**config.mk**
```make
export PLATFORM = sky130hd
export DESIGN_NAME = xmul_seq_driver_flat
export DESIGN_NICKNAME = d
export VERILOG_FILES = /design/src/rtl/xmul_seq_driver_if.sv /design/src/rtl/xmul_seq_driver.sv /design/src/flat_wrapper.sv
export SDC_FILE = /design/constraint.sdc
export NUM_CORES = 1
export LEC_CHECK = 0
export CAP_MARGIN = 20
export CORE_MARGIN = 8
export CORE_UTILIZATION = 40
export DETAILED_ROUTE_END_ITERATION = 10
export GPL_TIMING_DRIVEN = 1
export PLACE_DENSITY = 0.85
export SLEW_MARGIN = 15
export SYNTH_ARGS = -nofsm -noshare
export SYNTH_HDL_FRONTEND = slang
export SYNTH_SLANG_ARGS = --single-unit
```
**constraint.sdc**
```tcl
create_clock -name clk -period 1.85 [get_ports clk]
set_input_delay 0.185 -clock clk [delete_from_list [all_inputs] [get_ports clk]]
set_output_delay 0.185 -clock clk [all_outputs]
set_load 0.01 [all_outputs]
```
**src/rtl/xmul_seq_driver_if.sv**
```systemverilog
`default_nettype none
// ============================================================================
// Module      : xmul_seq_driver_if
// Description : Operand stream, multiplier bus and result stream of the
//               multiplier sequencer, bundled with sequencer/environment views.
// Revision    : 1.0 - initial release
// ============================================================================
interface xmul_seq_driver_if #(
    parameter int WIDTH = 8
);
    logic                 op_valid;
    logic                 op_ready;
    logic [WIDTH-1:0]     op_a;
    logic [WIDTH-1:0]     op_b;
    logic [WIDTH-1:0]     mul_in;
    logic                 mul_a_apply;
    logic                 mul_b_apply;
    logic [2*WIDTH-1:0]   mul_out;
    logic                 res_valid;
    logic                 res_ready;
    logic [2*WIDTH-1:0]   res_data;

    // Sequencer side: it masters the multiplier bus and both stream outputs.
    modport master (
        input  op_valid, op_a, op_b, mul_out, res_ready,
        output op_ready, mul_in, mul_a_apply, mul_b_apply, res_valid, res_data
    );

    modport slave (
        output op_valid, op_a, op_b, mul_out, res_ready,
        input  op_ready, mul_in, mul_a_apply, mul_b_apply, res_valid, res_data
    );
endinterface
`default_nettype wire

```
**src/rtl/xmul_seq_driver.sv**
```systemverilog
`default_nettype none
// ============================================================================
// Module      : xmul_seq_driver
// Description : Replays operand pairs onto a pulse-latched multiplier bus as
//               registered strobes, waits SETTLE_CYCLES (1..15), returns product.
// Revision    : 1.0 - initial release
// ============================================================================
module xmul_seq_driver #(
    parameter int WIDTH         = 8,
    parameter int SETTLE_CYCLES = 2
) (
    input  wire logic            clk,
    input  wire logic            rst_n,
    xmul_seq_driver_if.master    bus,
    output logic                 busy
);

    typedef enum logic [2:0] {
        S_IDLE     = 3'd0,
        S_LOAD_A   = 3'd1,
        S_STROBE_A = 3'd2,
        S_LOAD_B   = 3'd3,
        S_STROBE_B = 3'd4,
        S_SETTLE   = 3'd5,
        S_DONE     = 3'd6
    } state_t;

    localparam logic [3:0] c_settle_last = 4'(SETTLE_CYCLES - 1);

    state_t                r_state;
    logic [WIDTH-1:0]      r_op_b;
    logic [WIDTH-1:0]      r_mul_in;
    logic                  r_a_apply;
    logic                  r_b_apply;
    logic                  r_res_valid;
    logic [2*WIDTH-1:0]    r_res_data;
    logic [3:0]            r_settle_cnt;

    // Each output register is loaded on the edge entering the state in which
    // it must be valid, so strobes come straight from flops and never glitch.
    always_ff @(posedge clk or negedge rst_n) begin
        if (!rst_n) begin
            r_state      <= S_IDLE;
            r_op_b       <= '0;
            r_mul_in     <= '0;
            r_a_apply    <= 1'b0;
            r_b_apply    <= 1'b0;
            r_res_valid  <= 1'b0;
            r_res_data   <= '0;
            r_settle_cnt <= '0;
        end else begin
            case (r_state)
                S_IDLE: begin
                    if (bus.op_valid) begin
                        r_mul_in <= bus.op_a;
                        r_op_b   <= bus.op_b;
                        r_state  <= S_LOAD_A;
                    end
                end
                S_LOAD_A: begin
                    r_a_apply <= 1'b1;
                    r_state   <= S_STROBE_A;
                end
                S_STROBE_A: begin
                    r_a_apply <= 1'b0;
                    r_mul_in  <= r_op_b;
                    r_state   <= S_LOAD_B;
                end
                S_LOAD_B: begin
                    r_b_apply <= 1'b1;
                    r_state   <= S_STROBE_B;
                end
                S_STROBE_B: begin
                    r_b_apply    <= 1'b0;
                    r_settle_cnt <= '0;
                    r_state      <= S_SETTLE;
                end
                S_SETTLE: begin
                    r_settle_cnt <= r_settle_cnt + 4'd1;
                    if (r_settle_cnt == c_settle_last) begin
                        r_res_data  <= bus.mul_out;
                        r_res_valid <= 1'b1;
                        r_state     <= S_DONE;
                    end
                end
                S_DONE: begin
                    if (bus.res_ready) begin
                        r_res_valid <= 1'b0;
                        r_state     <= S_IDLE;
                    end
                end
                default: begin
                    r_a_apply   <= 1'b0;
                    r_b_apply   <= 1'b0;
                    r_res_valid <= 1'b0;
                    r_state     <= S_IDLE;
                end
            endcase
        end
    end

    assign bus.op_ready    = (r_state == S_IDLE);
    assign busy            = (r_state != S_IDLE);
    assign bus.mul_in      = r_mul_in;
    assign bus.mul_a_apply = r_a_apply;
    assign bus.mul_b_apply = r_b_apply;
    assign bus.res_valid   = r_res_valid;
    assign bus.res_data    = r_res_data;

endmodule
`default_nettype wire
```
**src/flat_wrapper.sv**
```systemverilog
// flat-port wrapper written by rule: the top's interface ports become plain ports
module xmul_seq_driver_flat 
#(
    parameter int WIDTH         = 8,
    parameter int SETTLE_CYCLES = 2
)
  (clk, rst_n, busy, bus_op_valid, bus_op_a, bus_op_b, bus_mul_out, bus_res_ready, bus_op_ready, bus_mul_in, bus_mul_a_apply, bus_mul_b_apply, bus_res_valid, bus_res_data);
  xmul_seq_driver_if #(.WIDTH(WIDTH)) bus_i ();
  input  wire logic clk;
  input  wire logic rst_n;
  output logic busy;
  input wire logic [$bits(bus_i.op_valid)-1:0] bus_op_valid;
  input wire logic [$bits(bus_i.op_a)-1:0] bus_op_a;
  input wire logic [$bits(bus_i.op_b)-1:0] bus_op_b;
  input wire logic [$bits(bus_i.mul_out)-1:0] bus_mul_out;
  input wire logic [$bits(bus_i.res_ready)-1:0] bus_res_ready;
  output wire logic [$bits(bus_i.op_ready)-1:0] bus_op_ready;
  output wire logic [$bits(bus_i.mul_in)-1:0] bus_mul_in;
  output wire logic [$bits(bus_i.mul_a_apply)-1:0] bus_mul_a_apply;
  output wire logic [$bits(bus_i.mul_b_apply)-1:0] bus_mul_b_apply;
  output wire logic [$bits(bus_i.res_valid)-1:0] bus_res_valid;
  output wire logic [$bits(bus_i.res_data)-1:0] bus_res_data;
  assign bus_i.op_valid = bus_op_valid;
  assign bus_i.op_a = bus_op_a;
  assign bus_i.op_b = bus_op_b;
  assign bus_i.mul_out = bus_mul_out;
  assign bus_i.res_ready = bus_res_ready;
  assign bus_op_ready = bus_i.op_ready;
  assign bus_mul_in = bus_i.mul_in;
  assign bus_mul_a_apply = bus_i.mul_a_apply;
  assign bus_mul_b_apply = bus_i.mul_b_apply;
  assign bus_res_valid = bus_i.res_valid;
  assign bus_res_data = bus_i.res_data;
  xmul_seq_driver #(.WIDTH(WIDTH), .SETTLE_CYCLES(SETTLE_CYCLES)) u_core (.clk(clk), .rst_n(rst_n), .bus(bus_i), .busy(busy));
endmodule
```
==> impl_metrics.ini <==
[clocking]
clock_latency_ps = 290
cts_tree = done
cts_buffer_depth = 2
cts_buffers = 5
cts.sinks = 42
cts_htree_levels = 2
cts_root_buf = clkbuf_8
clk_pin_slew_ps = 70

[sta]
slew_viol_final = 0
slew_headroom_pct = 33.3
period_share_pct = 95.9
fmax_mhz = 564
tns_ps = 0
skew_ps = 3.63
grt_setup_unrepaired = true
min_period_ps = 1770
finalHoldViolCount = 0
setup_viol = 0
hold_slack_ps = 364
tightest_slew_ps = 999

[drt]
vias = 1461
viasPerCell = 5.16
first_pass_iters = 4
drc_errors = 0
routed_wl_um = 4570
wl_per_cell_um = 16.2
drt_iter0_drc = 86
ant_nets = 0

[setup_path]
cp-start-kind = flop
path_max_fanout = 17
cp_slowest_cell = dfrtp_1
crit_required_ps = 2020
crit_arrival_ps = 1950
path_cells = inv_1 > ha_1 > or3b_4 > nor3_4 > buf_12 > mux2_2
path_class = flop to flop
worstSetupEndpointType = flop
max_stage_delay_ps = 410

[yosys]
synth_area_um2 = 1860
ys_async_sr_fraction_pct = 100
synth_top_family_by_area = multiplexers
synth_flop_cell = dfrtp_1
syn_nets = 191
yosysSeqAreaShare_pct = 56.5
ys_types = 28
avgSynthCellArea_um2 = 12.2
synth_top_cells_by_area = dfrtp_1, mux2_2, o21ai_0
synth_compound_area_share_pct = 13.4
syn_inst = 153
synthSimpleGateAreaFrac_pct = 11.4
muxShareOfSynthArea_pct = 14.5
ys_ff_latch = 42
synth-xor-area-share_pct = 0
ys_warn_count = 0
synth_top_area_cell = dfrtp_1
synth_edf_count = 0
yosys.area_share.adder_pct = 1.34
yosysMostFrequentCell = dfrtp_1
synth_commonest_cells = dfrtp_1, mux2_2, o21ai_0
yosys.area.top_type_share_pct = 56.5

[power]
vdd_ir_drop_max_mv = 0.788
finalPower_uw = 4450
power.leakage_uw = 0.00116
power_density_nw_per_um2 = 1620

[floorplan]
die_w_um = 84.2
chipHeight_um = 84.2
rows = 25
ios = 65
die_area_um2 = 7090
core_area_um2 = 4600
initial_core_util_pct = 40.5

[grt]
grt_max_degree = 18
grt_pass1_wl_um = 7860
grt_overflow_total = 0
grt_usage_pct = 13.3
grt_pass1_vias = 1631
antenna_found_initial = 0

[hold_path]
hold_path_class = input port to asynchronous set/reset pin

[finish]
finalNetCount = 266
multiInputGateArea_um2 = 767
drive_above_1_share_pct = 23.1
syn_to_final_growth_pct = 48.0
layout.cells.non_filler = 283
fin_util_pct = 59.9
regArea_um2 = 1050
fill_cells = 376
diodes = 0

[placement]
globalplace.congestion = 0.748
dp_hpwl_um = 3400
place.port_buffers = 64
post-place-cells = 271

[outcome]
status = finished clean

[job]
drv_cap = 0
## routing by layer
| metal | track usage (%) | vias up | part of all wire [%] |
|---|---|---|---|
| met2 | 21.8 | 39 | 51 |
| met4 | 4.87 | 0 | 1.1 |
| li1 | - | 702 | - |
| met3 | 4.94 | 4 | 6.2 |
| met5 | 0 | - | 0 |
| met1 | 15.6 | 716 | 41 |
## final timing paths
path | endpoint | start | depth (start not counted) | slack (ps)
worst max-delay path | u_core.bus.res_data[8] | u_core.r_settle_cnt[1] | 6 | 80
worst min-delay path | u_core.bus.mul_b_apply | rst_n | 2 | 360
worst max register to register | u_core.bus.res_data[8] | u_core.r_settle_cnt[1] | 6 | 80
worst min register to register | u_core.bus.res_data[11] | u_core.bus.res_data[11] | 1 | 510
max in group asynchronous | u_core.r_op_b[0] | rst_n | 3 | 960
min in group clk | u_core.r_op_b[1] | bus_op_b[1] | 2 | 500
## where the power goes
| part | leakage [µW] | total [µW] | switching [µW] | internal (µW) |
|---|---|---|---|---|
| Sequential | 0.000517 | 1710 | 334 | 1370 |
| Clock | 0.0000524 | 690 | 286 | 403 |
| Combinational | 0.000593 | 2050 | 838 | 1210 |
| Total | 0.00116 | 4450 | 1460 | 2990 |
## worst max-delay path: cells and delay by family (launching register included)
kind,cells,cell delay (ps)
and+or+nand+nor,2,550
adders and majority gates,1,120
buffers and inverters,2,250
DFF,1,410
muxes,1,340
## timing repair
item | in CTS | in global routing
cloned | 0 | 0
gates resized for setup | 1 | 7
setup endpoints to repair | 2 | 11
hold endpoints to repair | 15 | 0
setup buffers | 0 | 3
hold buffers | 1 | 0
## final cells by class
| cell class | count | share of cell area, % |
|---|---|---|
| Clock buffer | 7 | 2.77 |
| Clock inverter | 1 | 1.09 |
| Tap cell | 54 | 2.45 |
| Timing Repair Buffer | 76 | 26.9 |
| Sequential cell | 42 | 38.3 |
| Inverter | 4 | 0.636 |
| Multi-Input combinational cell | 99 | 27.9 |
## logic make-up after synthesis
logic type | count (synthesis)
AND/OR/NAND/NOR | 34
adder cells (fa/ha/maj) | 2
flip-flops | 42
buffers and inverters | 12
AO/OA/AOI/OAI | 39
multiplexers | 24
## placed cells by master, fill, tap and decap left out, types with 2 or more instances in the layout
cell,Yosys,final
buf_4,0,10
ha_1,2,2
nand3_1,3,3
nand2_1,7,7
a22oi_1,8,8
nand2b_1,5,5
mux2_4,0,3
dfrtp_1,42,39
clkbuf_1,6,2
a31oi_1,8,8
nor2b_1,10,10
a22o_1,2,2
clkdlybuf4s50_1,0,63
clkbuf_8,0,5
o21ai_0,17,17
inv_1,4,3
mux2_2,24,21
dfrtp_2,0,3
## state kept, by name, summed over array words and instances, names as in the netlist
name / cells
u_core.bus.mul_a_apply: 1
u_core.bus.mul_b_apply: 1
u_core.bus.mul_in: 8
u_core.bus.res_data: 16
u_core.bus.res_valid: 1
u_core.r_op_b: 8
u_core.r_settle_cnt: 4
u_core.r_state: 3
## metrics by stage
stage | instance area [µm²] | worst slack (ps)
2_1_floorplan | 1860 | 4.29
3_3_place_gp | 2600 | 122
3_5_place_dp | 2600 | 65.2
4_1_cts | 2710 | 9.57
5_1_grt | 2750 | -1.58
6_report | 2750 | 75.7
Power figures use the tool's default switching activity.
